==> config.mk <==
export PLATFORM = sky130hd
export DESIGN_NAME = datapath_ctrl_seq_flat
export DESIGN_NICKNAME = d
export VERILOG_FILES = /design/src/rtl/datapath_ctrl_seq_pkg.sv /design/src/rtl/datapath_ctrl_seq_if.sv /design/src/rtl/datapath_ctrl_seq_decode.sv /design/src/rtl/datapath_ctrl_seq.sv /design/src/flat_wrapper.sv
export SDC_FILE = /design/constraint.sdc
export NUM_CORES = 1
export LEC_CHECK = 0
export CAP_MARGIN = 10
export CORE_MARGIN = 2
export CORE_UTILIZATION = 47
export DETAILED_ROUTE_END_ITERATION = 10
export DONT_BUFFER_PORTS = 1
export PLACE_DENSITY_LB_ADDON = 0.3
export SYNTH_ARGS = -nofsm -noshare
export SYNTH_HDL_FRONTEND = slang
export SYNTH_SLANG_ARGS = --single-unit
==> constraint.sdc <==
create_clock -name Clock -period 9.9 [get_ports Clock]
set_clock_uncertainty 0.2 [all_clocks]
set_input_delay 2.97 -clock Clock [delete_from_list [all_inputs] [get_ports Clock]]
set_output_delay 2.97 -clock Clock [all_outputs]
set_load 0.005 [all_outputs]
==> src/rtl/datapath_ctrl_seq_pkg.sv <==
// Shared definitions for the datapath control sequencer: opcodes, IR field
// positions, ALU one-hot bit indices, state and instruction-class encodings.
package ctrl_pkg;

  localparam int OP_HI = 31;
  localparam int OP_LO = 27;
  localparam int RA_HI = 26;
  localparam int RA_LO = 23;
  localparam int RB_HI = 22;
  localparam int RB_LO = 19;
  localparam int RC_HI = 18;
  localparam int RC_LO = 15;

  localparam logic [4:0] OP_ADD  = 5'b00011;
  localparam logic [4:0] OP_SUB  = 5'b00100;
  localparam logic [4:0] OP_SHR  = 5'b00101;
  localparam logic [4:0] OP_SHL  = 5'b00110;
  localparam logic [4:0] OP_ROR  = 5'b00111;
  localparam logic [4:0] OP_ROL  = 5'b01000;
  localparam logic [4:0] OP_AND  = 5'b01001;
  localparam logic [4:0] OP_OR   = 5'b01010;
  localparam logic [4:0] OP_MUL  = 5'b01110;
  localparam logic [4:0] OP_DIV  = 5'b01111;
  localparam logic [4:0] OP_NEG  = 5'b10000;
  localparam logic [4:0] OP_NOT  = 5'b10001;
  localparam logic [4:0] OP_NOP  = 5'b11000;
  localparam logic [4:0] OP_HALT = 5'b11001;

  localparam int ALU_W   = 12;
  localparam int ALU_ADD = 11;
  localparam int ALU_SUB = 10;
  localparam int ALU_MUL = 9;
  localparam int ALU_DIV = 8;
  localparam int ALU_SHR = 7;
  localparam int ALU_SHL = 6;
  localparam int ALU_ROR = 5;
  localparam int ALU_ROL = 4;
  localparam int ALU_AND = 3;
  localparam int ALU_OR  = 2;
  localparam int ALU_NEG = 1;
  localparam int ALU_NOT = 0;

  typedef enum logic [3:0] {
    S_IDLE, S_T0, S_T1, S_T2, S_T3, S_T4, S_T5, S_T6, S_HALT, S_STEP_WAIT
  } state_t;

  typedef enum logic [2:0] {
    CLS_NOP, CLS_ALU3, CLS_MULDIV, CLS_UNARY, CLS_HALT
  } op_class_t;

  function automatic logic [ALU_W-1:0] alu_bit(input int idx);
    return ALU_W'(1) << idx;
  endfunction

endpackage

==> src/rtl/datapath_ctrl_seq_if.sv <==
// Sequencer <-> datapath/memory bundle: IR readback, memory handshake and
// every datapath strobe. master = sequencer, slave = datapath.
interface datapath_ctrl_seq_if
  import ctrl_pkg::*;
#(
  parameter int BITS      = 32,
  parameter int REGISTERS = 16
);
  logic                 mem_ready;
  logic [BITS-1:0]      ir;
  logic [REGISTERS-1:0] GPRin;
  logic [REGISTERS-1:0] GPRout;
  logic [ALU_W-1:0]     alu_op;
  logic PCin, PCout, IRin, MARin, MDRin, MDRout, Read;
  logic RYin, RZin, Zlowout, Zhighout, HIin, LOin, IncPC;

  modport master (
    input  mem_ready, ir,
    output GPRin, GPRout, alu_op, PCin, PCout, IRin, MARin, MDRin, MDRout,
           Read, RYin, RZin, Zlowout, Zhighout, HIin, LOin, IncPC
  );

  modport slave (
    output mem_ready, ir,
    input  GPRin, GPRout, alu_op, PCin, PCout, IRin, MARin, MDRin, MDRout,
           Read, RYin, RZin, Zlowout, Zhighout, HIin, LOin, IncPC
  );
endinterface

==> src/rtl/datapath_ctrl_seq_decode.sv <==
// Combinational opcode decode: instruction class, ALU one-hot select and
// undefined-opcode flag. Undefined opcodes fall into the nop class.
module ctrl_decode
  import ctrl_pkg::*;
(
  input  logic [4:0]       op,
  output op_class_t        op_class,
  output logic [ALU_W-1:0] alu_op,
  output logic             illegal
);

  always_comb begin
    op_class = CLS_NOP;
    alu_op   = '0;
    illegal  = 1'b0;
    case (op)
      OP_ADD:  begin op_class = CLS_ALU3;   alu_op = alu_bit(ALU_ADD); end
      OP_SUB:  begin op_class = CLS_ALU3;   alu_op = alu_bit(ALU_SUB); end
      OP_SHR:  begin op_class = CLS_ALU3;   alu_op = alu_bit(ALU_SHR); end
      OP_SHL:  begin op_class = CLS_ALU3;   alu_op = alu_bit(ALU_SHL); end
      OP_ROR:  begin op_class = CLS_ALU3;   alu_op = alu_bit(ALU_ROR); end
      OP_ROL:  begin op_class = CLS_ALU3;   alu_op = alu_bit(ALU_ROL); end
      OP_AND:  begin op_class = CLS_ALU3;   alu_op = alu_bit(ALU_AND); end
      OP_OR:   begin op_class = CLS_ALU3;   alu_op = alu_bit(ALU_OR);  end
      OP_MUL:  begin op_class = CLS_MULDIV; alu_op = alu_bit(ALU_MUL); end
      OP_DIV:  begin op_class = CLS_MULDIV; alu_op = alu_bit(ALU_DIV); end
      OP_NEG:  begin op_class = CLS_UNARY;  alu_op = alu_bit(ALU_NEG); end
      OP_NOT:  begin op_class = CLS_UNARY;  alu_op = alu_bit(ALU_NOT); end
      OP_NOP:  op_class = CLS_NOP;
      OP_HALT: op_class = CLS_HALT;
      default: illegal = 1'b1;
    endcase
  end

endmodule

==> src/rtl/datapath_ctrl_seq.sv <==
// Hardwired fetch/decode/execute sequencer driving the phase-2 datapath strobes.
// Optional single-step mode: define CTRL_SINGLE_STEP_EN (adds `step`, STEP_WAIT).
//
//   state     | meaning
//   ----------+------------------------------------------------------------
//   IDLE      | after reset, no strobes; start level begins fetch
//   T0        | PC -> MAR, PC+1 -> Z
//   T1        | Z -> PC, memory read into MDR; holds until mem_ready
//   T2        | MDR -> IR
//   T3        | decode ir, latch fields, first execute step
//   T4..T6    | remaining execute steps, decoded from latched fields
//   HALT      | halted; needs a rising edge on start to resume
//   STEP_WAIT | single-step only: waits for a rising edge on step
module datapath_ctrl_seq
  import ctrl_pkg::*;
#(
  parameter int BITS      = 32,
  parameter int REGISTERS = 16
)(
  input  logic Clock,
  input  logic reset,
  input  logic start,
`ifdef CTRL_SINGLE_STEP_EN
  input  logic step,
`endif
  datapath_ctrl_seq_if.master dp,
  output logic busy,
  output logic halted,
  output logic illegal
);

`ifdef CTRL_SINGLE_STEP_EN
  localparam state_t S_AFTER = S_STEP_WAIT;
`else
  localparam state_t S_AFTER = S_T0;
`endif

  state_t           state, state_nx;
  logic             start_q;
  logic [4:0]       op_q;
  logic [3:0]       ra_q, rb_q, rc_q;
  logic [4:0]       op_sel;
  logic [3:0]       ra_sel, rb_sel;
  op_class_t        dec_class;
  logic [ALU_W-1:0] dec_alu;
  logic             dec_illegal;
  logic [BITS-1:0]  ir_w;
  logic             unused_ir_bits;

  assign ir_w           = dp.ir;
  assign unused_ir_bits = ^ir_w[RC_LO-1:0];

  // T3 decodes straight from ir; later steps use the fields latched at T3.
  assign op_sel = (state == S_T3) ? ir_w[OP_HI:OP_LO] : op_q;
  assign ra_sel = (state == S_T3) ? ir_w[RA_HI:RA_LO] : ra_q;
  assign rb_sel = (state == S_T3) ? ir_w[RB_HI:RB_LO] : rb_q;

  ctrl_decode u_decode (
    .op       (op_sel),
    .op_class (dec_class),
    .alu_op   (dec_alu),
    .illegal  (dec_illegal)
  );

  function automatic logic [REGISTERS-1:0] gpr_sel(input logic [3:0] idx);
    return REGISTERS'(1) << idx;
  endfunction

  always_ff @(posedge Clock or negedge reset) begin
    if (!reset) begin
      state   <= S_IDLE;
      start_q <= 1'b0;
    end else begin
      state   <= state_nx;
      start_q <= start;
    end
  end

  always_ff @(posedge Clock or negedge reset) begin
    if (!reset) begin
      op_q <= '0;
      ra_q <= '0;
      rb_q <= '0;
      rc_q <= '0;
    end else if (state == S_T3) begin
      op_q <= ir_w[OP_HI:OP_LO];
      ra_q <= ir_w[RA_HI:RA_LO];
      rb_q <= ir_w[RB_HI:RB_LO];
      rc_q <= ir_w[RC_HI:RC_LO];
    end
  end

`ifdef CTRL_SINGLE_STEP_EN
  logic step_q;
  always_ff @(posedge Clock or negedge reset) begin
    if (!reset) step_q <= 1'b0;
    else        step_q <= step;
  end
`endif

  always_comb begin
    state_nx    = state;
    dp.GPRin    = '0;
    dp.GPRout   = '0;
    dp.alu_op   = '0;
    dp.PCin     = 1'b0;
    dp.PCout    = 1'b0;
    dp.IRin     = 1'b0;
    dp.MARin    = 1'b0;
    dp.MDRin    = 1'b0;
    dp.MDRout   = 1'b0;
    dp.Read     = 1'b0;
    dp.RYin     = 1'b0;
    dp.RZin     = 1'b0;
    dp.Zlowout  = 1'b0;
    dp.Zhighout = 1'b0;
    dp.HIin     = 1'b0;
    dp.LOin     = 1'b0;
    dp.IncPC    = 1'b0;
    illegal     = 1'b0;
    case (state)
      S_IDLE: if (start) state_nx = S_T0;
      S_HALT: if (start && !start_q) state_nx = S_T0;
      S_T0: begin
        dp.PCout = 1'b1; dp.MARin = 1'b1; dp.IncPC = 1'b1; dp.RZin = 1'b1;
        state_nx = S_T1;
      end
      S_T1: begin
        dp.Zlowout = 1'b1; dp.PCin = 1'b1; dp.Read = 1'b1; dp.MDRin = 1'b1;
        if (dp.mem_ready) state_nx = S_T2;
      end
      S_T2: begin
        dp.MDRout = 1'b1; dp.IRin = 1'b1;
        state_nx  = S_T3;
      end
      S_T3: begin
        illegal = dec_illegal;
        case (dec_class)
          CLS_ALU3: begin
            dp.GPRout = gpr_sel(rb_sel); dp.RYin = 1'b1; state_nx = S_T4;
          end
          CLS_MULDIV: begin
            dp.GPRout = gpr_sel(ra_sel); dp.RYin = 1'b1; state_nx = S_T4;
          end
          CLS_UNARY: begin
            dp.GPRout = gpr_sel(rb_sel); dp.alu_op = dec_alu; dp.RZin = 1'b1;
            state_nx  = S_T4;
          end
          CLS_HALT: state_nx = S_HALT;
          default:  state_nx = S_AFTER;
        endcase
      end
      S_T4: begin
        case (dec_class)
          CLS_ALU3: begin
            dp.GPRout = gpr_sel(rc_q); dp.alu_op = dec_alu; dp.RZin = 1'b1;
            state_nx  = S_T5;
          end
          CLS_MULDIV: begin
            dp.GPRout = gpr_sel(rb_q); dp.alu_op = dec_alu; dp.RZin = 1'b1;
            state_nx  = S_T5;
          end
          CLS_UNARY: begin
            dp.Zlowout = 1'b1; dp.GPRin = gpr_sel(ra_q); state_nx = S_AFTER;
          end
          default: state_nx = S_T0;
        endcase
      end
      S_T5: begin
        case (dec_class)
          CLS_ALU3: begin
            dp.Zlowout = 1'b1; dp.GPRin = gpr_sel(ra_q); state_nx = S_AFTER;
          end
          CLS_MULDIV: begin
            dp.Zlowout = 1'b1; dp.LOin = 1'b1; state_nx = S_T6;
          end
          default: state_nx = S_T0;
        endcase
      end
      S_T6: begin
        dp.Zhighout = 1'b1; dp.HIin = 1'b1;
        state_nx    = S_AFTER;
      end
`ifdef CTRL_SINGLE_STEP_EN
      S_STEP_WAIT: if (step && !step_q) state_nx = S_T0;
`endif
      default: state_nx = S_IDLE;
    endcase
  end

  assign busy   = (state != S_IDLE) && (state != S_HALT);
  assign halted = (state == S_HALT);

endmodule

==> src/flat_wrapper.sv <==
// flat-port wrapper written by rule: the top's interface ports become plain ports
module datapath_ctrl_seq_flat import ctrl_pkg::*;
#(
  parameter int BITS      = 32,
  parameter int REGISTERS = 16
)
  (Clock, reset, start, busy, halted, illegal, dp_mem_ready, dp_ir, dp_GPRin, dp_GPRout, dp_alu_op, dp_PCin, dp_PCout, dp_IRin, dp_MARin, dp_MDRin, dp_MDRout, dp_Read, dp_RYin, dp_RZin, dp_Zlowout, dp_Zhighout, dp_HIin, dp_LOin, dp_IncPC);
  datapath_ctrl_seq_if #(.BITS(BITS), .REGISTERS(REGISTERS)) dp_i ();
  input  logic Clock;
  input  logic reset;
  input  logic start;
  output logic busy;
  output logic halted;
  output logic illegal;
  input wire logic [$bits(dp_i.mem_ready)-1:0] dp_mem_ready;
  input wire logic [$bits(dp_i.ir)-1:0] dp_ir;
  output wire logic [$bits(dp_i.GPRin)-1:0] dp_GPRin;
  output wire logic [$bits(dp_i.GPRout)-1:0] dp_GPRout;
  output wire logic [$bits(dp_i.alu_op)-1:0] dp_alu_op;
  output wire logic [$bits(dp_i.PCin)-1:0] dp_PCin;
  output wire logic [$bits(dp_i.PCout)-1:0] dp_PCout;
  output wire logic [$bits(dp_i.IRin)-1:0] dp_IRin;
  output wire logic [$bits(dp_i.MARin)-1:0] dp_MARin;
  output wire logic [$bits(dp_i.MDRin)-1:0] dp_MDRin;
  output wire logic [$bits(dp_i.MDRout)-1:0] dp_MDRout;
  output wire logic [$bits(dp_i.Read)-1:0] dp_Read;
  output wire logic [$bits(dp_i.RYin)-1:0] dp_RYin;
  output wire logic [$bits(dp_i.RZin)-1:0] dp_RZin;
  output wire logic [$bits(dp_i.Zlowout)-1:0] dp_Zlowout;
  output wire logic [$bits(dp_i.Zhighout)-1:0] dp_Zhighout;
  output wire logic [$bits(dp_i.HIin)-1:0] dp_HIin;
  output wire logic [$bits(dp_i.LOin)-1:0] dp_LOin;
  output wire logic [$bits(dp_i.IncPC)-1:0] dp_IncPC;
  assign dp_i.mem_ready = dp_mem_ready;
  assign dp_i.ir = dp_ir;
  assign dp_GPRin = dp_i.GPRin;
  assign dp_GPRout = dp_i.GPRout;
  assign dp_alu_op = dp_i.alu_op;
  assign dp_PCin = dp_i.PCin;
  assign dp_PCout = dp_i.PCout;
  assign dp_IRin = dp_i.IRin;
  assign dp_MARin = dp_i.MARin;
  assign dp_MDRin = dp_i.MDRin;
  assign dp_MDRout = dp_i.MDRout;
  assign dp_Read = dp_i.Read;
  assign dp_RYin = dp_i.RYin;
  assign dp_RZin = dp_i.RZin;
  assign dp_Zlowout = dp_i.Zlowout;
  assign dp_Zhighout = dp_i.Zhighout;
  assign dp_HIin = dp_i.HIin;
  assign dp_LOin = dp_i.LOin;
  assign dp_IncPC = dp_i.IncPC;
  datapath_ctrl_seq #(.BITS(BITS), .REGISTERS(REGISTERS)) u_core (.Clock(Clock), .reset(reset), .start(start), .dp(dp_i), .busy(busy), .halted(halted), .illegal(illegal));
endmodule
==> flow_metrics.env, run 1 <==
export IMPL_combPwrFrac=0.607
export IMPL_h_tree_depth=1
export IMPL_post_cts_setup_buffers=0
export IMPL_final_layout_size_suffix_gt1_frac=0.07542
export IMPL_clk_latency_ns=0.27
export IMPL_fp_dieH_um=80.36
export IMPL_crit_chain="nor2_1, a32oi_1, a32oi_4, mux2i_1, o22ai_1"
export IMPL_hold_depth=2
export IMPL_min_path_type="reg2reg"
export IMPL_io_pins=97
export IMPL_vias=2594
export IMPL_drt_iter0_markers=198
export IMPL_timing_final_crit_share=0.7713
export IMPL_seq_power_share=0.280
export IMPL_path_delay_family="compound AO/OA/AOI/OAI gates"
export IMPL_seq_area_frac_synth=0.2009
export IMPL_cp_start_kind="input port"
export IMPL_hold_buffers=0
export IMPL_area_delta_synth_final_pct=-0.2740
export IMPL_fmax_ghz=0.1310
export IMPL_syn_area_um2=2740
export IMPL_antennaDiodeCount=0
export IMPL_crit_required_ns=6.73
export IMPL_cts_buffer_depth=2
export IMPL_critical_path_arrival_ns=4.47
export IMPL_ff2ff_path_depth=6
export IMPL_period_minus_slack_ns=7.636
export IMPL_rsz0062_at_grt="no"
export IMPL_start_util=0.4916
export IMPL_synth_edf_count=0
export IMPL_netlist_instances=386
export IMPL_grt_max_degree=35
export IMPL_io_buffers=0
export IMPL_antenna_found_initial=0
export IMPL_grt_overflow=0
export IMPL_max_stage_delay_ns=0.65
export IMPL_vias_per_cell=6.033
export IMPL_cts_sinks=22
export IMPL_fin_nets=395
export IMPL_synth_nets=422
export IMPL_final_core_util=0.4902
export IMPL_cp_max_fo=16
export IMPL_grt_total_usage=0.2337
export IMPL_power_density_nw_per_um2=284.5
export IMPL_cp_slowest_cell="a32oi_4"
export IMPL_clkPwrFrac=0.114
export IMPL_finalSetupViolations=0
export IMPL_synth_seq_cells=22
export IMPL_async_flop_share=1.000
export IMPL_gp_congestion=0.9306
export IMPL_synth_ff_type="dfrtp_1"
export IMPL_end_kind="output port"
export IMPL_cts_tree="done"
export IMPL_yosysUniqueCellTypes=56
export IMPL_die_area_um2=6457
export IMPL_post_drt_wl_per_cell_um=17.19
export IMPL_hold_viol=0
export IMPL_rr_endpoint="u_core.state[2]$_DFFE_PN0P_"
export IMPL_routed_wirelength_um=7392
export IMPL_finalSetupTns_ns=0
export IMPL_ant_nets=0
export IMPL_syn_avg_cell_area_um2=7.099
export IMPL_p_sw_frac=0.5176
export IMPL_slew_headroom=0.4718
export IMPL_cts_buffers=3
export IMPL_worstMarginPinSlew_ns=0.7907
export IMPL_final_max_slew_viol_count=0
export IMPL_finalNonFillerCells=430
export IMPL_drc=0
export IMPL_reg2reg_slack_ns=6.85
export IMPL_dp_cells=426
export IMPL_peakVddDrop_v=0.0001083
export IMPL_cts_clk_slew_worst_paths_ns=0.10
export IMPL_core_um2=5574
export IMPL_hold_end="u_core.rb_q[1]$_DFF_PN0_"
export IMPL_switchingPower_w=0.0004023
export IMPL_die_width_um=80.36
export IMPL_root_buffer="clkbuf_8"
export IMPL_cts_resized=0
export IMPL_critPathKind="in2out"
export IMPL_finalPower_w=0.0007773
export IMPL_power_leakage_nw=1.004
export IMPL_dr_pass1_iters=5
export IMPL_outcome="completed"
export IMPL_hp_start="u_core.rb_q[1]$_DFF_PN0_"
export IMPL_grt_pass1_vias=2408
export IMPL_grt_pass1_wl_um=11930
export IMPL_dpl_hpwl_um=5601
export IMPL_cap_viol_max_count=0
export IMPL_ys_warn_count=0
export IMPL_crit_buf_inv=0
export IMPL_timing_rr_start="u_core.state[1]$_DFFE_PN0P_"
export IMPL_internal_power_w=0.0003750
export IMPL_row_count=27
==> synthesized netlist by cell type (all sizes together) (4+ instances only) <==
library cell   n  area, um^2
o22ai         17       106.4
mux2i         29       290.3
nor3          11       55.05
buf           18       123.9
clkbuf        16       60.06
dfrtp         22       550.5
mux2           8       93.84
nand3          6       30.03
nor2          63       236.5
o21ai         12       71.32
nand2b         4       25.02
a21oi         25       125.1
inv            8       30.03
nor2b         23       143.9
nand2         71       266.5
==> power groups by stage <==
stage,sequential [W],clock (W),combinational (W)
finish,0.000218,0.0000882,0.000472
global route,0.000231,0.0000947,0.000524
CTS,0.000216,0.0000904,0.000470
detailed placement,0.000218,0,0.000469
global placement,0.000215,0,0.000465
floorplan,0.000159,0,0.000471
==> layout make-up <==
type                            count  area, um^2
Clock inverter                      1       30.03
Tap cell                           72       90.09
Multi-Input combinational cell    322        1976
Fill cell                         581        2841
Timing Repair Buffer                2       15.01
Sequential cell                    22       550.5
Clock buffer                        3       41.29
Inverter                            8       30.03
==> flip-flops by register name, summed over array words and instances (netlist names) <==
| name | cells |
|---|---|
| u_core.ra_q | 4 |
| u_core.op_q | 5 |
| u_core.rb_q | 4 |
| u_core.start_q | 1 |
| u_core.state | 4 |
| u_core.rc_q | 4 |
==> layout by cell type, fill, tap and decap left out, types with 2 or more instances in the layout <==
cell / instances
a21bo_2: 2
o31a_1: 2
nand4b_1: 2
and4_1: 2
nand3b_1: 3
nand4_1: 2
o2bb2ai_1: 2
nor2b_1: 23
nand3_1: 6
nor4b_1: 2
dfrtp_1: 22
o22ai_1: 17
buf_4: 2
inv_1: 8
xor2_1: 3
a2111oi_4: 2
nor4_1: 3
a21boi_0: 2
o21ai_0: 10
clkbuf_8: 3
nand2b_1: 4
mux2_2: 7
nor2_1: 63
a21oi_1: 25
nand2_1: 71
nor3_1: 11
and2_1: 2
mux2i_1: 29
and3_1: 3
==> per-layer routing <==
layer	up-vias	track usage	wire (um)	share of wire
li1	1293	-	-	-
met3	12	0.04157	476	0.064
met4	0	0.07966	142	0.019
met2	84	0.3667	3368	0.46
met1	1205	0.3215	3404	0.46
met5	-	0	0	0
==> worst max-delay path by stage <==
stage,startpoint,endpoint,slack (ns),cells past startpoint
floorplan,dp_ir[30],dp_GPRout[0],2.35,7
global placement,dp_ir[28],dp_GPRout[9],2.31,5
detailed placement,dp_ir[28],dp_GPRout[9],2.29,5
CTS,dp_ir[28],dp_GPRout[9],2.29,5
global route,dp_ir[28],dp_GPRout[9],2.17,5
finish,dp_ir[28],dp_GPRout[9],2.26,5
==> cells by family (layout without fill, tap and decap cells) <==
kind of cell              count (synthesis)  count (layout)  share of synthesized area
xor gates and xnor gates                  3               3                   0.009591
DFF                                      22              22                     0.2009
buffers and inverters                    42              14                    0.07808
AOI/OAI and AO/OA                        77              77                     0.2101
and+or+nand+nor                         205             205                     0.3612
muxes                                    37              37                     0.1402
==> worst register-to-register path: stages (launching register included) <==
cell      delay (ns)
dfrtp_1         0.49
or4b_1          0.80
buf_4           0.33
nand2_1         0.19
nand2_1         0.13
o211ai_2        0.63
nand3b_1        0.13
==> per-stage QoR <==
step / hold slack [ns] / cell area [um^2] / setup WS, ns
3_5_place_dp: 0.3344 / 2661 / 2.295
6_report: 0.3563 / 2733 / 2.264
3_3_place_gp: 0.3289 / 2661 / 2.314
2_1_floorplan: 0.3024 / 2740 / 2.348
5_1_grt: 0.4053 / 2733 / 2.167
4_1_cts: 0.3579 / 2733 / 2.294
Power figures use the tool's default switching activity.
==> inputs of run 2 (changes only) <==
Clock period 9.9 ns to 7.12 ns, I/O delays scaled along.
==> flow_metrics.env, run 2 (synthesized netlist as in run 1, its figures left out) <==
export IMPL_peakVddDrop_v=0.0001501
export IMPL_layout_commonest_cell="nand2_1"
export IMPL_min_path_type="reg2reg"
export IMPL_period_minus_slack_ns=5.941
export IMPL_finalSetupTns_ns=0
export IMPL_start_util=0.4916
export IMPL_h_tree_depth=1
export IMPL_critical_path_arrival_ns=3.61
export IMPL_io_buffers=0
export IMPL_outcome="completed"
export IMPL_seq_power_share=0.284
export IMPL_root_buffer="clkbuf_8"
export IMPL_combPwrFrac=0.627
export IMPL_cp_start_kind="input port"
export IMPL_dr_wl_met3_um=533
export IMPL_gp_congestion=0.9266
export IMPL_cts_resized=0
export IMPL_vias_per_cell=6.086
export IMPL_die_width_um=80.36
export IMPL_drt_met1_wl_um=3363
export IMPL_grt_pass1_vias=2331
export IMPL_grt_pass1_wl_um=11830
export IMPL_switchingPower_w=0.0005621
export IMPL_crit_path_end="dp_GPRout[4]"
export IMPL_core_um2=5574
export IMPL_worstMarginPinSlew_ns=1.071
export IMPL_cts_sinks=22
export IMPL_dr_max_layer_used="met4"
export IMPL_antennaDiodeCount=0
export IMPL_ant_nets=0
export IMPL_internal_power_w=0.0004963
export IMPL_fill_cells=571
export IMPL_dpl_hpwl_um=5714
export IMPL_cap_viol_max_count=0
export IMPL_grt_overflow=0
export IMPL_critPathKind="in2out"
export IMPL_fp_dieH_um=80.36
export IMPL_wl_met2_um=3463
export IMPL_antenna_found_initial=0
export IMPL_cts_tree="done"
export IMPL_drt_iter0_markers=202
export IMPL_io_pins=97
export IMPL_finalSetupViolations=0
export IMPL_rr_endpoint="u_core.state[2]$_DFFE_PN0P_"
export IMPL_post_cts_setup_buffers=0
export IMPL_post_drt_wl_per_cell_um=17.39
export IMPL_cts_buffers=3
export IMPL_cp_max_fo=16
export IMPL_final_core_util=0.4873
export IMPL_timing_rr_start="u_core.state[3]$_DFFE_PN0P_"
export IMPL_drc=0
export IMPL_grt_max_degree=23
export IMPL_mostFrequentLayoutCells="nand2_1 (71), nor2_1 (63), mux2i_1 (29)"
export IMPL_cts_clk_slew_worst_paths_ns=0.08
export IMPL_largest_register_ffs=5
export IMPL_hold_viol=0
export IMPL_power_leakage_nw=0.9974
export IMPL_cts_buffer_depth=2
export IMPL_clkPwrFrac=0.089
export IMPL_die_area_um2=6457
export IMPL_hold_buffers=0
export IMPL_fmax_ghz=0.1683
export IMPL_crit_required_ns=4.78
export IMPL_final_layout_size_suffix_gt1_frac=0.07542
export IMPL_dr_pass1_iters=4
export IMPL_row_count=27
export IMPL_reg2reg_slack_ns=4.02
export IMPL_p_sw_frac=0.5311
export IMPL_hp_start="u_core.rc_q[0]$_DFFE_PN0P_"
export IMPL_power_density_nw_per_um2=389.6
export IMPL_startpoint="dp_ir[28]"
export IMPL_routed_wirelength_um=7476
export IMPL_final_max_slew_viol_count=0
export IMPL_vias=2617
export IMPL_timing_final_crit_share=0.8344
export IMPL_slew_headroom=0.2832
export IMPL_fin_nets=395
export IMPL_clk_latency_ns=0.27
export IMPL_grt_total_usage=0.2330
export IMPL_top_register="u_core.op_q"
export IMPL_end_kind="output port"
export IMPL_area_delta_synth_final_pct=-0.8674
export IMPL_ff2ff_path_depth=6
export IMPL_rsz0062_at_grt="no"
[run 2: changes by cell type in the layout (fill, tap and decap cells not counted), sizes merged]
cell    before  now
bufinv       1    0
clkbuf       3    4
[run 2: power by group through the flow]
stage | clock network [W] | logic [W] | registers [W]
5_1_grt | 0.000104 | 0.000732 | 0.000316
3_3_place_gp | 0 | 0.000648 | 0.000299
3_5_place_dp | 0 | 0.000657 | 0.000301
6_report | 0.0000947 | 0.000663 | 0.000300
4_1_cts | 0.0000988 | 0.000660 | 0.000298
2_1_floorplan | 0 | 0.000654 | 0.000221
[run 2: through the flow]
step / instances / total power (W) / setup WS [ns] / hold WS (ns) / instance area (um^2)
final: 430 / 0.001058 / 1.179 / 0.3543 / 2716
after global routing: 430 / 0.001152 / 0.9990 / 0.3914 / 2716
after CTS: 430 / 0.001056 / 1.194 / 0.3557 / 2716
after detailed placement: 426 / 0.0009583 / 1.201 / 0.3358 / 2661
after global placement: 426 / 0.0009472 / 1.221 / 0.3321 / 2661
after floorplan: 386 / 0.0008751 / 1.236 / 0.3024 / 2740
[run 2: worst min-delay path by stage]
stage,to,slack [ns],cells after the start
3_5_place_dp,u_core.rc_q[0]$_DFFE_PN0P_,0.34,2
4_1_cts,u_core.rc_q[0]$_DFFE_PN0P_,0.36,2
3_3_place_gp,u_core.rc_q[0]$_DFFE_PN0P_,0.33,2
6_report,u_core.rc_q[0]$_DFFE_PN0P_,0.35,2
5_1_grt,u_core.rc_q[0]$_DFFE_PN0P_,0.39,2
2_1_floorplan,u_core.rc_q[0]$_DFFE_PN0P_,0.30,2
[run 2: per-layer routing]
| layer | GRT usage | vias up |
|---|---|---|
| met1 | 0.3122 | 1220 |
| met3 | 0.04719 | 11 |
| met2 | 0.3750 | 91 |
| met5 | 0 | - |
| li1 | - | 1295 |
| met4 | 0.07288 | 0 |
[run 2: worst max-delay path: stages]
cell     delay (ns)
nor2_1         0.19
a32oi_1        0.16
a32oi_4        0.65
mux2i_1        0.30
o22ai_1        0.15
[run 2: area by class of cell]
type                       count  area (um^2)  area share
multi-input combinational    322         1976      0.7273
timing repair buffer           2        15.01    0.005527
tap                           72        90.09     0.03316
clock buffer                   4        55.05     0.02027
sequential                    22        550.5      0.2027
inverter                       8        30.03     0.01105
==> RTL edit 1: new RTL, config.mk and constraints of run 2 <==
The 10 states of `state_t` get a one-hot encoding in 10 bits.
--- a/src/rtl/datapath_ctrl_seq_pkg.sv
+++ b/src/rtl/datapath_ctrl_seq_pkg.sv
@@ -41,6 +41,6 @@
   localparam int ALU_NOT = 0;
 
-  typedef enum logic [3:0] {
-    S_IDLE, S_T0, S_T1, S_T2, S_T3, S_T4, S_T5, S_T6, S_HALT, S_STEP_WAIT
+  typedef enum logic [9:0] {
+    S_IDLE = 10'b0000000001, S_T0 = 10'b0000000010, S_T1 = 10'b0000000100, S_T2 = 10'b0000001000, S_T3 = 10'b0000010000, S_T4 = 10'b0000100000, S_T5 = 10'b0001000000, S_T6 = 10'b0010000000, S_HALT = 10'b0100000000, S_STEP_WAIT = 10'b1000000000
   } state_t;
 
Function: same outputs for any inputs over 10 cycles, from zero or initial values and one cycle with reset low; not proved beyond that.
==> RTL edit 1 against run 2 <==
- power fell by 29%
- setup slack got worse by 0.14 ns
- design area fell by 0.83%
- utilization fell by 0.11 points
- largest power group unchanged
- combinational power fell by 47%
- critical endpoint unchanged
- maximum frequency fell by 2.2%
- wire length fell by 2.4%
- synthesized area fell by 0.78%
- synthesized cell count fell by 1.6%
- non-clock buffer count did not move
- sequential cell count rose by 5
==> RTL edit 1: results (changes against run 2) <==
\begin{tabular}{lr}
\hline
Metric & Value \\
\hline
\multicolumn{2}{l}{\textbf{Global routing}} \\
Largest net degree at the start of global routing & 33 (+43\%) \\
GRT Total Usage & 22.4\% (-0.90 points) \\
First-pass GRT wire length & 11.4 mm (-3.7\%) \\
Met2 Track Usage GR & 36.3\% (-1.2 points) \\
Met1 track utilization from global routing & 30.1\% (-1.1 points) \\
\multicolumn{2}{l}{\textbf{Placed design}} \\
Final RePlAce weighted congestion & 0.910 (-1.8\%) \\
Worst slack, placed & 1.10 ns (-0.103 ns) \\
\multicolumn{2}{l}{\textbf{Final layout}} \\
Number of fill cells in the layout & 559 (-2.1\%) \\
Fin cells & 426 (-0.93\%) \\
Share of cells above drive strength 1 & 6.21\% (-1.3 points) \\
\multicolumn{2}{l}{\textbf{Detailed routing}} \\
Detailed-route wire length on metal 1 & 3.16 mm (-6.1\%) \\
Total vias in the final route & 2674 (+2.2\%) \\
First-pass detailed-route iteration total & 5 (+1) \\
Amount of wire on met3 after detailed routing & 402 um (-25\%) \\
\multicolumn{2}{l}{\textbf{Worst setup path}} \\
CP max stage cell & a221oi\_1 \\
Slowest Stage Delay on Critical Path & 0.46 ns (-0.19 ns) \\
Maximum fanout count along the critical path & 12 (-4) \\
Critical register-to-register path endpoint & u\_core.state[1] \\
Arr. time, crit path & 3.74 ns (+0.13 ns) \\
\multicolumn{2}{l}{\textbf{Synth}} \\
Xor/xnor cell area share of the yosys netlist & 2.90\% (+1.9 points) \\
Number of standard cells after synthesis & 380 (-1.6\%) \\
Portion of netlist area occupied by mux cells & 0.736\% (-13 points) \\
Number of nets produced by synthesis & 416 (-1.4\%) \\
Commonest cells post-synth & 49 x nand2\_1, 45 x nor2\_1, 26 x dfrtp\_1, 26 x nor3\_1, 19 x nand3\_1 \\
Synthesized-area fraction occupied by ao, oa, aoi and oai cells & 22.6\% (+1.6 points) \\
Part of the Yosys area used for sequential elements & 24.9\% (+4.8 points) \\
\multicolumn{2}{l}{\textbf{Power}} \\
Switching pwr & 364 uW (-35\%) \\
Sequential group power & 314 uW (+5\%) \\
Leakage Power & 1.01 nW (+0.87\%) \\
Power of the combinational group & 350 uW (-47\%) \\
Cell Pwr Density & 279 nW/um\^{}2 (-28\%) \\
Worst-case vdd ir drop & 0.000121 V (-19\%) \\
\multicolumn{2}{l}{\textbf{STA}} \\
Highest attainable clock frequency & 165 MHz (-2.2\%) \\
Worst hold slack across all endpoints & 0.357 ns (+0.00247 ns) \\
\multicolumn{2}{l}{\textbf{Run status}} \\
Status & finished clean \\
\hline
\end{tabular}
[RTL edit 1: changes by cell type in the layout (fill, tap and decap cells not counted), sizes merged, moves of 9 or more]
cell,change
a21oi,-14
mux2i,-27
nand2,-22
nand3,+13
nor2,-17
nor2b,-20
nor3,+19
nor3b,+9
o21ai,+13
[RTL edit 1: kinds of logic (layout without fill, tap and decap cells)]
family | count (synthesis) | count (layout)
buffers and inverters | 48 | 22
xor gates and xnor gates | 9 | 9
and+or+nand+nor | 206 | 206
DFF | 27 | 27
AOI/OAI and AO/OA | 88 | 88
muxes | 2 | 2
[RTL edit 1: final cells by class]
| cell class | count | area [sq um] | share of cell area, % |
|---|---|---|---|
| Clock buffer | 3 | 41.3 | 1.53 |
| Clock inverter | 1 | 5.00 | 0.186 |
| Inverter | 16 | 60.1 | 2.23 |
| Multi-Input combinational cell | 305 | 1810 | 67.0 |
| Sequential cell | 27 | 677 | 25.1 |
| Tap cell | 72 | 90.1 | 3.34 |
| Timing Repair Buffer | 2 | 15.0 | 0.557 |
==> RTL edit 2: new RTL, settings of run 2 <==
Made on the original files. `ALU_DIV`: 8 -> 4.
--- a/src/rtl/datapath_ctrl_seq_pkg.sv
+++ b/src/rtl/datapath_ctrl_seq_pkg.sv
@@ -31,5 +31,5 @@
   localparam int ALU_SUB = 10;
   localparam int ALU_MUL = 9;
-  localparam int ALU_DIV = 8;
+  localparam int ALU_DIV = 4;
   localparam int ALU_SHR = 7;
   localparam int ALU_SHL = 6;
Formal check against the unedited RTL: not equivalent (Yosys sat finds a counterexample within 10 cycles, from zero or initial values and one cycle with reset low).
==> RTL edit 2 against run 2 <==
- wire length down 14%
- design area down 16%
- synthesized cell count down 19%
- setup slack worse by 0.21 ns
- synthesized area down 17%
- sequential cell count unchanged
- power down 13%
- critical path depth unchanged
- clock power up 28%
- maximum frequency down 3.3%
- combinational power down 23%
- worst hold slack worse by 0.010 ns
==> RTL edit 2: results (changes against run 2) <==
\begin{tabular}{lr}
\hline
Metric & Value \\
\hline
\multicolumn{2}{l}{\textbf{Synth}} \\
Part of the Yosys area used for sequential elements & 24.3\% (+4.2 points) \\
Most area-consuming cells after synthesis & dfrtp\_1 24\%, nand2\_1 7.4\%, nor3\_1 5.1\%, nor2\_1 4.5\%, o32ai\_1 4.2\% \\
Synthesized area per cell & 7.27 sq um (+2.4\%) \\
Number of different library cells in the post-synthesis netlist & 51 (-8.9\%) \\
Fraction of synthesis flops using an asynchronous set or reset pin & 100\% (unchanged) \\
Commonest cells post-synth & 45 x nand2\_1, 27 x nor2\_1, 23 x nor3\_1 \\
Number of nets produced by synthesis & 348 (-18\%) \\
\multicolumn{2}{l}{\textbf{Global routing}} \\
Number of global-route vias before repair & 2056 (-12\%) \\
GRT Total Usage & 23.7\% (+0.44 points) \\
First-pass GRT wire length & 9.98 mm (-16\%) \\
Largest net degree at the start of global routing & 44 (+91\%) \\
\multicolumn{2}{l}{\textbf{Placed design}} \\
Total half-perimeter wirelength after legalization and detailed placement & 4.69 mm (-18\%) \\
Final RePlAce weighted congestion & 0.859 (-7.3\%) \\
Worst slack, placed & 0.996 ns (-0.205 ns) \\
\multicolumn{2}{l}{\textbf{Run status}} \\
Status & finished clean \\
\multicolumn{2}{l}{\textbf{Final layout}} \\
Share of cells above drive strength 1 & 6.23\% (-1.3 points) \\
Number of fill cells in the layout & 489 (-14\%) \\
Synthesis-to-layout area growth & 0.0553\% \\
Nets@finish & 326 (-17\%) \\
Fin cells & 343 (-20\%) \\
\multicolumn{2}{l}{\textbf{Power}} \\
Leakage Power & 0.834 nW (-16\%) \\
Worst-case vdd ir drop & 0.000156 V (+3.8\%) \\
Switching pwr & 468 uW (-17\%) \\
\multicolumn{2}{l}{\textbf{STA}} \\
Worst hold slack across all endpoints & 0.344 ns (-0.0103 ns) \\
Final critical path time including I/O delays and setup & 6.15 ns (+0.206 ns) \\
Worst rel slew slack & 40.3\% (+12 points) \\
\multicolumn{2}{l}{\textbf{Hold path}} \\
End point of the worst hold path & u\_core.state[3] \\
HP Start & u\_core.start\_q \\
\multicolumn{2}{l}{\textbf{Detailed routing}} \\
Total vias in the final route & 2255 (-14\%) \\
First-pass detailed-route iteration total & 5 (+1) \\
Total wire length after detailed routing & 6.41 mm (-14\%) \\
Starting DRC count in detailed routing & 216 (+6.9\%) \\
\multicolumn{2}{l}{\textbf{Worst setup path}} \\
Arr. time, crit path & 3.81 ns (+0.20 ns) \\
Maximum fanout count along the critical path & 13 (-3) \\
Startpoint of the worst register-to-register path & u\_core.state[2] \\
\multicolumn{2}{l}{\textbf{Clock network}} \\
Number of levels in the clock H-tree & 1 (unchanged) \\
\hline
\end{tabular}
[RTL edit 2: area by class of cell]
cell class,count,area share (%)
Inverter,10,1.65
Multi-Input combinational cell,250,67.0
Sequential cell,22,24.3
Clock inverter,1,1.32
Timing Repair Buffer,3,0.992
Tap cell,54,2.98
Clock buffer,3,1.82
[RTL edit 2: layer usage]
metal  share of wire [%]  track usage [%]  vias up
met5                   0                0        -
met4                 1.0             7.88        0
met3                 7.0             5.35        4
met2                  49             38.0       76
met1                  43             31.6     1074
li1                    -                -     1101
[RTL edit 2: logic make-up (layout without fill, tap and decap cells)]
family                    count (synthesis)  in the layout  synth area share [%]
and+or+nand+nor                         158            158                  36.7
AOI/OAI and AO/OA                        74             74                  22.5
buffers and inverters                    40             17                  8.71
DFF                                      22             22                  24.3
muxes                                    14             14                  6.45
xor gates and xnor gates                  3              3                  1.16
other                                     1              1                 0.165
[RTL edit 2: critical path: stages]
cell and delay [ns]:
nor2_1 0.29, nand4b_1 0.38, and2_1 0.34, a41oi_2 0.50, nor3_1 0.16
[RTL edit 2: worst max-delay path by stage]
stage	start	to	cells past startpoint
finish	dp_ir[28]	dp_GPRin[5]	5
CTS	dp_ir[28]	dp_GPRin[5]	5
floorplan	dp_ir[30]	dp_GPRout[13]	7
global placement	dp_ir[28]	dp_GPRin[10]	5
detailed placement	dp_ir[28]	dp_GPRin[5]	5
global route	dp_ir[28]	dp_GPRin[4]	5
[RTL edit 2: power by group through the flow]
| stage | clock (mW) | combinational (mW) | sequential (mW) |
|---|---|---|---|
| global placement | 0 | 0.495 | 0.290 |
| global route | 0.130 | 0.570 | 0.306 |
| finish | 0.121 | 0.509 | 0.294 |
| detailed placement | 0 | 0.502 | 0.292 |
| CTS | 0.122 | 0.504 | 0.290 |
| floorplan | 0 | 0.496 | 0.223 |
